===== src/rtl/sram_arbiter.sv =====
// sram_arbiter: two-requester arbiter and fixed 3-cycle access sequencer for a 1024x8 single-port SRAM
// Ports: clk, rst (synchronous, active-high)
//        a_req/a_we/a_addr/a_wdata -> a_done (1-cycle pulse), a_rdata (valid with a_done on reads); same for b_*
//        mem_address/mem_data_in/mem_write/mem_select/mem_read -> SRAM, mem_data_out <- SRAM (combinational read)
//        busy: high whenever an access is in flight
// Build option: define ARB_FIXED_PRIO_EN to make A always win simultaneous requests (B may starve);
//               left undefined, simultaneous requests are served round-robin.
module sram_arbiter #(
  parameter int ADDR_SIZE = 10,
  parameter int WORD_SIZE = 8
) (
  input  logic                 clk,
  input  logic                 rst,
  input  logic                 a_req,
  input  logic                 a_we,
  input  logic [ADDR_SIZE-1:0] a_addr,
  input  logic [WORD_SIZE-1:0] a_wdata,
  output logic                 a_done,
  output logic [WORD_SIZE-1:0] a_rdata,
  input  logic                 b_req,
  input  logic                 b_we,
  input  logic [ADDR_SIZE-1:0] b_addr,
  input  logic [WORD_SIZE-1:0] b_wdata,
  output logic                 b_done,
  output logic [WORD_SIZE-1:0] b_rdata,
  output logic [ADDR_SIZE-1:0] mem_address,
  output logic [WORD_SIZE-1:0] mem_data_in,
  output logic                 mem_write,
  output logic                 mem_select,
  output logic                 mem_read,
  input  logic [WORD_SIZE-1:0] mem_data_out,
  output logic                 busy
);
  typedef enum logic [1:0] {IDLE, SETUP, STROBE, DONE} state_t;
  state_t state;
  logic owner_b, lat_we, grant_b;
`ifdef ARB_FIXED_PRIO_EN
  assign grant_b = !a_req;
`else
  logic prio_b;
  assign grant_b = b_req && (!a_req || prio_b);
`endif
  // mem_address/mem_data_in double as the latched request fields, loaded at the grant edge
  always_ff @(posedge clk) begin
    if (rst) begin
      state       <= IDLE;
      owner_b     <= 1'b0;
      lat_we      <= 1'b0;
      mem_address <= '0;
      mem_data_in <= '0;
      mem_write   <= 1'b0;
      mem_select  <= 1'b0;
      mem_read    <= 1'b0;
      a_done      <= 1'b0;
      b_done      <= 1'b0;
      a_rdata     <= '0;
      b_rdata     <= '0;
      busy        <= 1'b0;
`ifndef ARB_FIXED_PRIO_EN
      prio_b      <= 1'b0;
`endif
    end else begin
      a_done <= 1'b0;
      b_done <= 1'b0;
      case (state)
        IDLE: if (a_req || b_req) begin
          state       <= SETUP;
          owner_b     <= grant_b;
          lat_we      <= grant_b ? b_we : a_we;
          mem_address <= grant_b ? b_addr : a_addr;
          mem_data_in <= grant_b ? b_wdata : a_wdata;
          mem_select  <= 1'b1;
          busy        <= 1'b1;
        end
        SETUP: begin
          state     <= STROBE;
          mem_write <= lat_we;
          mem_read  <= !lat_we;
        end
        STROBE: begin
          state      <= DONE;
          mem_write  <= 1'b0;
          mem_read   <= 1'b0;
          mem_select <= 1'b0;
          a_done     <= !owner_b;
          b_done     <= owner_b;
          a_rdata    <= (!lat_we && !owner_b) ? mem_data_out : a_rdata;
          b_rdata    <= (!lat_we && owner_b) ? mem_data_out : b_rdata;
`ifndef ARB_FIXED_PRIO_EN
          prio_b     <= !owner_b;
`endif
        end
        default: begin
          state <= IDLE;
          busy  <= 1'b0;
        end
      endcase
    end
  end
endmodule


===== config.mk =====
export PLATFORM = sky130hd
export DESIGN_NAME = sram_arbiter
export DESIGN_NICKNAME = d
export VERILOG_FILES = /design/src/rtl/sram_arbiter.sv
export SDC_FILE = /design/constraint.sdc
export NUM_CORES = 1
export LEC_CHECK = 0
export CORE_MARGIN = 4
export CORE_UTILIZATION = 44
export CTS_BUF_LIST = sky130_fd_sc_hd__clkbuf_16
export DETAILED_ROUTE_END_ITERATION = 10
export PLACE_DENSITY = 0.95
export SLEW_MARGIN = 20
export SYNTH_ARGS = -nofsm -noshare
export SYNTH_HDL_FRONTEND = slang
export SYNTH_SLANG_ARGS = --single-unit
export TNS_END_PERCENT = 5

===== constraint.sdc =====
create_clock -name clk -period 2.9 [get_ports clk]
set_input_delay 0.58 -clock clk [delete_from_list [all_inputs] [get_ports clk]]
set_output_delay 0.58 -clock clk [all_outputs]
set_load 0.1 [all_outputs]

### Yosys cells after proc, flatten, opt, wreduce, memory -nomap -nowiden

Index checks and enable logic that the tools add are counted.

| word-level totals | value |
|---|---|
| word-level logic and storage cells | 47 |
| flip-flop bits (word level) | 45 |
| output and inout bits | 40 |
| input port bits | 50 |

| cells by class | value |
|---|---|
| reduce and logical (&&, ||, !) cells | 18 |
| equal/unequal tests | 3 |
| multiplexer cells | 10 |
| bitwise logic cells | 2 |

Operators by type and width:

| cell | count |
|---|---|
| $mux W10 | 1 |
| $reduce_and A2 Y1 | 5 |
| $mux W8 | 1 |
| $pmux W1 S2 | 4 |
| $pmux W2 S3 | 1 |
| $reduce_bool A2 Y1 | 2 |
| $reduce_or A2 Y1 | 2 |
| $logic_and A1 B1 Y1 | 3 |
| $logic_not A1 Y1 | 3 |
| $eq A2 B1 Y1 const B | 1 |
| $eq A2 B2 Y1 const B | 1 |
| $logic_not A2 Y1 | 1 |
| $logic_or A1 B1 Y1 | 2 |
| $mux W1 | 2 |
| $mux W2 | 1 |
| $ne A2 B2 Y1 const B | 1 |
| $not A1 Y1 | 2 |

### Logic depth before layout (Yosys ltp)

Gate-level depths: netlist of the first run.

| depth | value |
|---|---|
| depth in word-level cells | 4 |
| depth in mapped cells | 7 |

### Worst setup path after synthesis of the first run

OpenSTA, ideal clock, no wires.

| path | value |
|---|---|
| path kind | flip-flop to output port |
| start point | reg mem_write |
| end point | out mem_write |
| required time | 2.320 ns |
| cell stages (with the launch flop) | 1 |
| data arrival time | 0.925 ns |
| setup slack | 1.395 ns |
| cell sequence | dfxtp_1 |

RTL lines:

| item | line | text |
|---|---|---|
| start, declared | 28 | `output logic mem_write,` |
| start signal, assigned | 77 | `mem_write <= lat_we;` |

No word-level cell between the ends.

### Worst setup path in the final report of the first run

| path | value |
|---|---|
| start point | in a_req |
| end point | reg mem_data_in[4] |

| between the ends | value |
|---|---|
| longest elaborated chain between the ends | 4 |
| elaborated cells on any way between the ends | 6 |

Ends and longest elaborated chain:

| item | line | text |
|---|---|---|
| start, declared | 14 | `input logic a_req,` |
| $logic_not A1 Y1 | 41 | `assign grant_b = b_req && (!a_req \|\| prio_b);` |
| $logic_or A1 B1 Y1 | 41 |  |
| $logic_and A1 B1 Y1 | 41 |  |
| $mux W8 | 71 | `mem_data_in <= grant_b ? b_wdata : a_wdata;` |
| end signal, assigned | 71 |  |
| end, declared | 27 | `output logic [WORD_SIZE-1:0] mem_data_in,` |

Several ways; a longest one is shown, not always the timed one.
A chain may end at the register's enable or synchronous reset.

==> results of run 1 <==
worst paths after layout:
path	from	endpoint	slack [ps]
worst max-delay path	a_req	mem_data_in[4]	850
worst min-delay path	mem_write	mem_write	490
worst max register to register	state[0]	mem_data_in[4]	1100
worst min register to register	mem_write	mem_write	490
flip-flops by register name (all words and copies together) (netlist names), 2 cells and up:
| register | count |
|---|---|
| mem_address | 10 |
| mem_data_in | 8 |
| a_rdata | 8 |
| state | 2 |
| b_rdata | 8 |
synth_stat cells, types with 3 or more instances:
cell type and number:
buf_2 6, dfxtp_1 45, mux2i_1 18, clkbuf_1 6, nor2_1 43, nor3b_1 3
nand3_1 19, o21ai_0 11, ha_1 3, buf_6 5, o21ai_1 10, a311oi_1 18
layer usage:
layer	vias up	part of all wire	GRT usage
met3	9	0.062	0.04054
met5	-	0	0
met4	0	0.016	0.09054
met1	873	0.40	0.2247
met2	72	0.53	0.3435
li1	902	-	-
power groups by stage:
stage          combinational (mW)  sequential [mW]  clock [mW]
6_report                     1.96            0.892       0.554
5_1_grt                      2.05            0.914       0.589
4_1_cts                      1.96            0.893       0.560
3_5_place_dp                 1.96            0.906           0
3_3_place_gp                 1.92            0.895           0
2_1_floorplan               0.595             1.91           0
through the flow:
stage / utilization / instance area [sq um] / power [mW] / setup slack [ps] / instances
floorplan: - / 1923 / 2.504 / 1395 / 208
global placement: 0.6488 / 2670 / 2.813 / 692.3 / 331
detailed placement: 0.6488 / 2670 / 2.863 / 581.5 / 331
CTS: 0.6847 / 2818 / 3.417 / 830.1 / 339
global route: 0.6847 / 2818 / 3.551 / 761.1 / 339
finish: 0.6847 / 2818 / 3.402 / 849.7 / 339
worst reg2reg max path, cell delays in order, from the launching register on:
cell      delay, ps
dfxtp_1         300
inv_1           110
ha_1            270
o21a_2          620
nor2_1          110
a311oi_1        280
cell type report:
cell class	count	area, sq um
timing repair buffer	92	813.3
clock buffer	5	125.1
fill	325	1297
sequential	45	900.9
clock inverter	3	22.52
tap	50	62.56
inverter	3	11.26
multi-input combinational	141	882.1
logic make-up after synthesis:
family          Yosys count
simple gates             73
compound gates           47
flops                    45
buf+inv                  22
mux                      18
fa+ha+maj                 3
layout by cell type (no fill, tap or decap), drive strengths merged:
| master | instances |
|---|---|
| clkdlybuf4s50 | 49 |
| dfxtp | 45 |
| nor2 | 43 |
| buf | 43 |
| o21ai | 21 |
| nand3 | 19 |
| a311oi | 19 |
| mux2i | 18 |
| clkbuf | 5 |
| nor3b | 3 |
| ha | 3 |
| clkinvlp | 3 |
| inv | 3 |
| a211oi | 2 |
| nand3b | 2 |
| nand2b | 2 |
| a21oi | 2 |
| and3b | 1 |
| o21a | 1 |
| and2b | 1 |
| or3 | 1 |
| o21ba | 1 |
| nor3 | 1 |
| a32oi | 1 |
==> summary.md, run 1 <==
The run finished with clean final reports. The fraction of layout cells with a size suffix above 1 came out at 0.1903. The standard cell core area is 4115 sq um. After clock tree synthesis, the repair step resized 0 gates.

After synthesis, the largest family of logic cells by area is simple AND/OR/NAND/NOR gates. The multiplexer fraction of the synthesized cell area was 0.09369. The die height came out at 74.11 microns.

The final hold violation count was 0; the adder-cell share of the synthesized area was 0.01952. The cell internal power dissipation is 1.595 mW. Counting every sink on the clock net gives 45.

TritonCTS built the clock tree. The total global-route track usage was 0.1948; the number of cells on the worst hold path was 2. Across all hold checks on the routed design, the worst slack comes to 493.9 ps.

The startpoint kind of the worst setup timing path was an input port. Timing would allow up to 487.7 MHz. Compared with the post-synthesis result, the final layout area differs by 46.52%. The number of buffers added by the clock tree synthesis step is 5, and the floorplan die width is 74.11 microns. Buffers added to address setup during post-CTS repair amount to 0.

The switching portion of total power is 0.5312, and the level count of the clock H-tree is 2. The repair_antennas step left the layout with diodes totalling 0. The required time of the critical path was 3080 ps; the peak fanout along the critical path was 19. The path class of the tightest hold or removal check is reg -> reg. Critical path buffer and inverter count: 1. Power density normalized to cell area: 1207 nW/um^2. The layout net count was 341. The area of the die is 5492 sq um. The final critical-path share of the clock period is 0.7070.

The initialized floorplan defines 23 standard-cell rows. The final period demand of the worst path is 2050 ps, and the total overflow reported by the global router is 0. Ranked by total cell area, the synthesized netlist is headed by dfxtp_1 (47%), mux2i_1 (9.4%), nor2_1 (8.4%). The logs give 0 for the number of design rule violations left after detail routing and 0 for the count of endpoints failing setup in the final report. The Yosys step of the flow raised 0 warnings. Setup repair after global routing left no endpoint under its margin.

The latest clock arrival within the worst-skew pair is 280 ps. Kind of cell adding the most delay to the critical path: buffers and inverters. Before antenna repair, the detailed router went through 4 iterations. The first global-routing pass estimated 8355 microns of wire. The run gives 0 as the final number of max-transition violations. For this block, the initial DRC count from the detailed router was 96. In this run the power spent charging and discharging nets is 1.807 mW. The synthesized netlist contains 28 unique library cells. The async set-or-reset flop fraction in the synthesized netlist works out to 0.

The logs give 0.4684 for the part of the Yosys area used for sequential elements and 4.587 ps for the clock skew after layout. The vias per cell came out at 5.475. For the initial cell density of the core, the log shows 0.4673. Final weighted congestion of routability-driven global placement: 0.7669. Depth of the critical timing path with buffers and inverters included: 4. Dividing the synthesized area by the synthesized cell count gives 9.246 sq um. The number of maximum-capacitance violations was 0. The critical path start-end classification is in -> reg.

The relative contribution of the clock network to total power is 0.163, and the maximum number of pins on one net before global-route repair is 46. The part of the total power dissipated in sequential elements is 0.262, and the initial antenna violation count is 0. The routed layout has 1856 vias.

Category of the worst setup path capture point: a register. The transition at the pin with the smallest max-transition slack was 752.3 ps; the half-perimeter wire length after detailed placement was 3946 microns. The root buffer cell chosen for the clock tree is clkbuf_16. The fraction of synthesized cell area taken by the top area cell type is 0.4684, and the post-synthesis compound-gate area fraction is 0.1718.

Input and output buffers added on the ports amount to 89. Among all flip-flop cells after synthesis, the most frequent one is dfxtp_1. In this run, post-CTS hold repair placed 0 buffers. In this run the static leakage power is 1.169 nW. The via count of the first global-routing pass was 1849. Total I/O pin count: 90.

Clock-pin slew was measured on the worst setup and hold paths at 60 ps. After detailed routing, the average wire length per cell comes to 16.00 microns. Xor and xnor area share after synthesis: 0. Number of nets produced by synthesis: 261. The stage delay of the slowest cell on the critical path is 570 ps. The worst slew margin relative to its limit is 0.4985, and the final sum of negative setup slack is 0 ps. The tools report the residual antenna-violating net count after detailed routing as 0. The cell with the largest stage delay on the worst path was clkdlybuf4s50_1. Counting cells, the worst reg-to-reg path comes to 5. The run gives 0.8779 mV as the worst ir drop on vdd. Yosys mapped a number of flops with a built-in enable equal to 0. Summing every instance area after synthesis gives 1923 sq um.

Number of register bits inferred by synthesis: 45. Walking the worst path, the cells encountered are clkdlybuf4s50_1 > and2b_1 > o21ai_0 > a311oi_1. The data arrival time of the critical path was 2230 ps; the synthesized-area fraction occupied by and/or/nand/nor cells was 0.1737.

The final layout contains routed wiring with a total length of 5425 microns. The part of the total power dissipated in combinational logic is 0.575, and the number of cells produced by synthesis is 208. The buffer depth of the longest clock path was 2. The cell accounting for the most synthesized area was dfxtp_1.
Power figures use the tool's default switching activity.
==> run 2: changes to the inputs <==
--- a/config.mk
+++ b/config.mk
@@ -6,10 +6,10 @@
 export NUM_CORES = 1
 export LEC_CHECK = 0
 export CORE_MARGIN = 4
-export CORE_UTILIZATION = 44
+export CORE_UTILIZATION = 37
 export CTS_BUF_LIST = sky130_fd_sc_hd__clkbuf_16
 export DETAILED_ROUTE_END_ITERATION = 10
-export PLACE_DENSITY = 0.95
+export PLACE_DENSITY = 0.86
 export SLEW_MARGIN = 20
 export SYNTH_ARGS = -nofsm -noshare
 export SYNTH_HDL_FRONTEND = slang
==> constraint.sdc (replaced) <==
create_clock -name clk -period 1.7 [get_ports clk]
set_input_delay 0.34 -clock clk [delete_from_list [all_inputs] [get_ports clk]]
set_output_delay 0.34 -clock clk [all_outputs]
set_load 0.1 [all_outputs]
==> run 2 against run 1 <==
Compared with the run above: register-to-register slack got worse by 950 ps; power rose by 100%; first-iteration DRC count rose by 25%; wire length rose by 9.1%; sequential power rose by 86%; clock skew barely moved; utilization rose by 2.9 points; clock power rose by 100%; critical path depth rose by 2; hold slack improved by 18 ps; die area rose by 17%; largest cell class is now non-clock buffers.
==> summary.md, run 2 (synthesis results as in run 1) <==
The run finished with clean final reports. Via count of the first global-routing pass: 1941 (+5.0%). The worst path needs 1551 ps of the cycle, external delays included.

The worst setup path is captured at a register. The maximum number of pins on one net before global-route repair was 31 (-33%). The layout net count came out at 352 (+3.2%). The met2 usage in global routing was 0.3369 (-0.006583). Part of the total power dissipated in combinational logic: 0.595 (+0.020).

The critical path goes through inv_1 > ha_1 > o21a_2 > buf_12 > nor2_1 > a311oi_1. The stage delay of the slowest cell on the critical path was 300 ps (-270 ps). The clock-pin slew reported for the worst setup and hold paths after clock tree synthesis came out at 70 ps (about the same).

The tools report the startpoint kind of the worst setup timing path as a register. For the worst slew margin relative to its limit, the log shows 0.7997 (+0.3012). The final routed wire length divided by cell count was 16.13 microns (+0.78%); the filler cell count was 358 (+10%). The logs give 882.1 sq um (unchanged) for the area occupied by multi-input gates and 5919 microns (+9.1%) for the detailed-route wire length. For the leakage power, the log shows 1.379 nW (+18%). The half-perimeter wire length after detailed placement is 4569 microns (+16%).

The global routing stage identified its most utilized layer as met2. For the number of maximum-capacitance violations, the log shows 0 (unchanged). The count of input and output buffers was 89 (unchanged). The global-route wire length before repair came out at 9377 microns (+12%). The cell family contributing the most delay on the critical path is compound AO/OA/AOI/OAI gates. The residual antenna-violating net count after detailed routing is 0 (unchanged). For this run, the top clock speed supported by timing is 644.7 MHz.

The cell internal power dissipation was 3.591 mW (+130%). The number of post-CTS setup repair buffers was 0 (unchanged); the final sum of negative setup slack was 0 ps (unchanged). The tools report the final weighted congestion of routability-driven global placement as 0.7528 (-1.8%). The run gives 5 (unchanged) as the number of buffers added by the clock tree synthesis step. For the number of design rule violations left after detail routing, the log shows 0 (unchanged). The final critical-path share of the clock period was 0.9124. The number of search-and-repair iterations in the first detailed-routing pass is 4 (unchanged). The worst hold path startpoint is prio_b.

The power density normalized to cell area came out at 1966 nW/um^2 (+63%). The via count is 1914 (+3.1%). The number of cells on the worst hold path came out at 2 (unchanged).

The buffer depth of the longest clock path came out at 2 (unchanged). For the hold-fix buffer count after cts, the log shows 0 (unchanged). The run gives 148.9 ps (-700.8 ps) as the final worst slack.

The worst ir drop on vdd came out at 1.263 mV (+44%). Setup repair after global routing left no endpoint under its margin. The transition at the pin with the smallest max-transition slack was 299.9 ps (-452.4 ps).

mem_address holds more flip-flops than any other register. The worst-case register-to-register setup slack was 150 ps (-950 ps). The flip-flop count of the largest register, all copies and words added was 10 (unchanged). In the layout the commonest cells are clkdlybuf4s50_1 (49), dfxtp_1 (45), nor2_1 (43), buf_12 (43), nand3_1 (19). The peak fanout along the critical path came out at 30 (+11). The clock skew after layout came out at 4.545 ps (-0.04185 ps).

Number of rows created at floorplan: 25 (+8.7%). The total overflow reported by the global router is 0 (unchanged). The tools report the initial antenna violation count as 0 (unchanged). The critical path buffer and inverter count was 2 (+1); the final number of max-transition violations was 0 (unchanged).

The worst hold path terminates at prio_b. The timing startpoint of the critical path was state[0]. The floorplan die width came out at 80.10 microns (+8.1%). Start of the worst register-to-register path: state[0].

The logs give 280 ps (about the same) for the latest clock arrival within the worst-skew pair and 1880 ps (-1200 ps) for the required time of the critical path. The area of the die came out at 6415 sq um (+17%). Count of endpoints failing setup in the final report: 0 (unchanged). The met1 track utilization from global routing is 0.2062 (-0.01850). Number of inserted diodes: 0 (unchanged).

The total global-route track usage is 0.1860 (-0.008759). Relative contribution of the clock network to total power: 0.162 (about the same). The die height is 80.10 microns (+8.1%). For the initial cell density of the core, the log shows 0.3941 (-0.07321).

The tools report the data arrival time of the critical path as 1730 ps (-500 ps). The path type of the worst min-delay path was reg -> reg. Clock root buffer master: clkbuf_16. For the total chip power, the log shows 6.849 mW (+100%).

The number of clock sinks was 45 (unchanged). The footprint of the flip-flops and latches was 900.9 sq um (unchanged); the number of gates resized after cts was 0 (unchanged). The design area was 3483 sq um (+24%); the fraction of layout cells with a size suffix above 1 was 0.2200 (+0.02969).

The commonest non-fill, non-tap cell in the layout was clkdlybuf4s50_1. The critical path in this run is classified as reg -> reg. The final hold violation count came out at 0 (unchanged). For the net switching power, the log shows 3.258 mW (+80%). TritonCTS built the clock tree.

The run gives 90 (unchanged) as the total I/O pin count. In this run the critical register-to-register path is captured at mem_data_in[4]. The post-placement worst setup slack is -93.66 ps (-675.2 ps), and the vias per cell is 5.215 (-4.7%). The worst reg2reg path depth works out to 6 (+1). The met3 track demand over resource in global routing was 0.05381 (+0.01327); the area added between synthesis and finish was 81.13%.

Switching portion of total power: 0.4757 (-0.05554). The cell area reported after detailed placement came out at 3312 sq um (+24%). Cell with the largest stage delay on the worst path: dfxtp_1. The number of DRC violations after detailed-routing iteration 0 came out at 120 (+25%).

The level count of the clock H-tree is 2 (unchanged), and the standard cell core area is 4880 sq um (+19%). The part of the total power dissipated in sequential elements was 0.242 (-0.020).
## run 2: cell count changes in the layout (fill, tap and decap cells not counted)
cell,delta
buf_12,+43
buf_4,-32
clkinv_4,+1
clkinvlp_4,-2
bufinv_16,+1
## run 2: worst max path at each step
stage | to | slack, ps | cells after the start
floorplan | mem_address[9] | 310 | 2
global placement | mem_data_in[0] | -5 | 5
detailed placement | mem_data_in[5] | -90 | 5
CTS | mem_data_in[4] | 160 | 6
global route | state[1] | 20 | 6
finish | mem_data_in[4] | 150 | 6
## run 2: power groups by stage
stage / logic, mW / clock network (mW) / registers, mW
floorplan: 1.02 / 0 / 3.26
global placement: 4.03 / 0 / 1.66
detailed placement: 4.09 / 0 / 1.69
CTS: 4.10 / 1.12 / 1.66
global route: 4.26 / 1.18 / 1.70
finish: 4.08 / 1.11 / 1.66
## run 2: tightest hold or removal path: stages (launching register included)
cell and delay, ps:
dfxtp_1 320, nor2_1 100, a211oi_1 50
## run 2: final cells by class
class,count,area share
inverters,3,0.003233
clock inverters,3,0.01329
clock buffers,5,0.03592
repair buffers,103,0.4116
flip-flops and latches,45,0.2586
multi-input cells,141,0.2532
well taps,67,0.02407
## run 2: metrics by stage
stage,std cells,utilization,hold WS [ps]
detailed placement,359,0.6787,495.0
floorplan,208,-,474.9
CTS,367,0.7138,505.3
finish,367,0.7138,511.6
global route,367,0.7138,555.7
global placement,359,0.6787,487.4
## run 2: routing by layer
metal | wire length, microns | up-vias | part of all wire
met3 | 442 | 10 | 0.075
li1 | - | 927 | -
met2 | 3259 | 76 | 0.55
met5 | 0 | - | 0
met1 | 2099 | 901 | 0.35
met4 | 118 | 0 | 0.020
==> run 3: changes to the inputs <==
--- a/config.mk
+++ b/config.mk
@@ -6,10 +6,10 @@
 export NUM_CORES = 1
 export LEC_CHECK = 0
 export CORE_MARGIN = 4
-export CORE_UTILIZATION = 37
+export CORE_UTILIZATION = 41
 export CTS_BUF_LIST = sky130_fd_sc_hd__clkbuf_16
 export DETAILED_ROUTE_END_ITERATION = 10
-export PLACE_DENSITY = 0.86
+export PLACE_DENSITY = 0.9
 export SLEW_MARGIN = 20
 export SYNTH_ARGS = -nofsm -noshare
 export SYNTH_HDL_FRONTEND = slang
==> constraint.sdc (replaced) <==
create_clock -name clk -period 1.57 [get_ports clk]
set_input_delay 0.314 -clock clk [delete_from_list [all_inputs] [get_ports clk]]
set_output_delay 0.314 -clock clk [all_outputs]
set_load 0.1 [all_outputs]
==> run 3 against run 2 <==
Compared with the run above: clock power shrank 9%; sequential power grew 8%; combinational power grew 11%; worst setup slack lost 56 ps; largest power group unchanged.
==> summary.md, run 3 (synthesis results as in run 1) <==
For the required time of the critical path, the log shows 1750 ps (-130 ps). Final period demand of the worst path: 1477 ps (-74.30 ps). The vias per cell was 5.442 (+4.4%); the clock skew after layout was 5.875 ps (+1.331 ps). For the final hold violation count, the log shows 0 (unchanged).

The logs give 3.559 mW (+9.2%) for the net switching power and 0.245 (+0.003) for the part of the total power dissipated in sequential elements. The latest clock arrival within the worst-skew pair is 280 ps (about the same). The tools report the half-perimeter wire length after detailed placement as 4678 microns (+2.4%). The transition at the pin with the smallest max-transition slack works out to 351.6 ps (+51.76 ps).

The layout net count came out at 355 (+0.85%). The path class of the tightest hold or removal check is reg -> reg. The global-route wire length before repair was 9646 microns (+2.9%); the number of search-and-repair iterations in the first detailed-routing pass was 4 (unchanged). The number of DRC violations after detailed-routing iteration 0 came out at 63 (-48%). The logs give 0 (unchanged) for the number of design rule violations left after detail routing and 0.138 (-0.024) for the relative contribution of the clock network to total power. Setup repair after global routing left no endpoint under its margin. The switching portion of total power came out at 0.4854 (+0.009736). For the final number of max-transition violations, the log shows 0 (unchanged). The run gives 0 (unchanged) as the total overflow reported by the global router. The logs give 1.398 nW (+1.4%) for the leakage power and 0 (unchanged) for the residual antenna-violating net count after detailed routing. The detailed-route wire length was 6084 microns (+2.8%); the initial cell density of the core was 0.4327 (+0.03861).

Number of clock sinks: 45 (unchanged). The run gives 355 (-3.3%) as the number of standard cells in the layout, taps in and fillers out. The run finished with clean final reports.

The worst slew margin relative to its limit came out at 0.7648 (-0.03481). The logs give 0 (unchanged) for the number of maximum-capacitance violations and 24 (-4.0%) for the number of rows created at floorplan. The run gives 4444 sq um (-8.9%) as the standard cell core area. Startpoint kind of the worst setup timing path: a register.

The level count of the clock H-tree is 2 (unchanged). The logs give 0.2074 (+0.02135) for the total global-route track usage and 0 (unchanged) for the hold-fix buffer count after cts. The floorplan die width was 76.49 microns (-4.5%); the count of input and output buffers was 89 (unchanged). The number of post-CTS setup repair buffers was 0 (unchanged); the number of placed instances with taps included was 347 (-3.3%). The fraction of layout cells with a size suffix above 1 came out at 0.2277 (+0.007723). The die height came out at 76.49 microns (-4.5%).

The tools report the number of inserted diodes as 0 (unchanged). The worst setup path is of the reg -> reg kind. The power density normalized to cell area is 2106 nW/um^2 (+7.1%), and the smallest hold slack is 517.2 ps (+5.594 ps).

The initial antenna violation count was 0 (unchanged). The timing startpoint of the critical path was state[0]. Number of buffers added by the clock tree synthesis step: 5 (unchanged).

The run gives 0 (unchanged) as the count of endpoints failing setup in the final report. The tools report the worst-case register-to-register setup slack as 90 ps (-60 ps). The cell internal power dissipation was 3.773 mW (+5.1%).

The via count of the first global-routing pass is 1943 (+0.10%). TritonCTS built the clock tree. The maximum number of pins on one net before global-route repair was 21 (-32%).

Worst hold path startpoint: prio_b. Start of the worst register-to-register path: state[0]. The peak fanout along the critical path is 8 (-73%). The maximum clock frequency was 677.1 MHz (+5.0%).

mem_address holds more flip-flops than any other register. For the part of the total power dissipated in combinational logic, the log shows 0.617 (+0.022). The run gives 0.7701 (+2.3%) as the final weighted congestion of routability-driven global placement.

The data arrival time of the critical path was 1650 ps (-80 ps); the via count was 1932 (+0.94%). The flip-flop count of the largest register, all copies and words added was 10 (unchanged); the clock-pin slew reported for the worst setup and hold paths after clock tree synthesis was 60 ps (about the same). In the layout the commonest cells are clkdlybuf4s50_1 (48), dfxtp_1 (45), buf_12 (44). The worst ir drop on vdd came out at 1.868 mV (+48%).

The area of the die is 5850 sq um (-8.8%), and the area added between synthesis and finish is 81.07% (about the same). The run gives 2 (unchanged) as the buffer depth of the longest clock path. The library cell used most frequently in the layout, excluding fill and tap cells, is clkdlybuf4s50_1. CTS placed an instance of clkbuf_16 at the clock tree root.

The utilization after layout was 0.7835 (+0.06966). Final critical-path share of the clock period: 0.9407 (+0.02823). The run gives 0 (unchanged) as the number of gates resized after cts. The number of cells on the worst hold path is 2 (unchanged). The total I/O pin count was 90 (unchanged); the final routed wire length divided by cell count was 17.14 microns (+6.3%). The worst setup path is captured at a register.

The worst reg2reg path depth works out to 6 (unchanged).
-- run 3: final cells by class --
class | instances | area (sq um)
Timing Repair Buffer | 106 | 1471
Clock inverter | 3 | 17.52
Clock buffer | 5 | 125.1
Fill cell | 246 | 962.2
Multi-Input combinational cell | 141 | 890.9
Sequential cell | 45 | 900.9
Inverter | 3 | 11.26
Tap cell | 52 | 65.06
-- run 3: power by group through the flow --
stage,Sequential [mW],Combinational [mW],Clock (mW)
after floorplan,3.52,1.10,0
final,1.80,4.52,1.01
after global placement,1.79,4.38,0
after detailed placement,1.81,4.49,0
after CTS,1.79,4.51,1.03
after global routing,1.83,4.71,1.07
-- run 3: critical path: stages, from the launching register on --
cell	delay [ps]
dfxtp_1	310
inv_1	110
ha_1	220
nor3b_1	200
buf_4	240
mux2i_1	240
nor2_1	50
-- run 3: final timing paths --
kind                              endpoint
worst max-delay path            a_rdata[1]
worst min-delay path                prio_b
worst max register to register  a_rdata[1]
worst min register to register      prio_b
-- run 3: metrics by stage --
| stage | worst slack [ps] | power [mW] | setup TNS [ps] | area, sq um |
|---|---|---|---|---|
| after floorplan | 180.6 | 4.625 | 0 | 1923 |
| after global placement | -112.6 | 6.175 | -1668 | 3328 |
| after detailed placement | -188.3 | 6.305 | -2741 | 3328 |
| after CTS | 64.90 | 7.332 | 0 | 3471 |
| after global routing | 1.445 | 7.603 | 0 | 3482 |
| final | 93.17 | 7.332 | 0 | 3482 |
-- run 3: routing by layer --
metal,track usage,vias up,wire [microns]
met2,0.3814,74,3276
met5,0,-,0
li1,-,937,-
met3,0.04728,14,303
met1,0.2318,907,2346
met4,0.07428,0,159
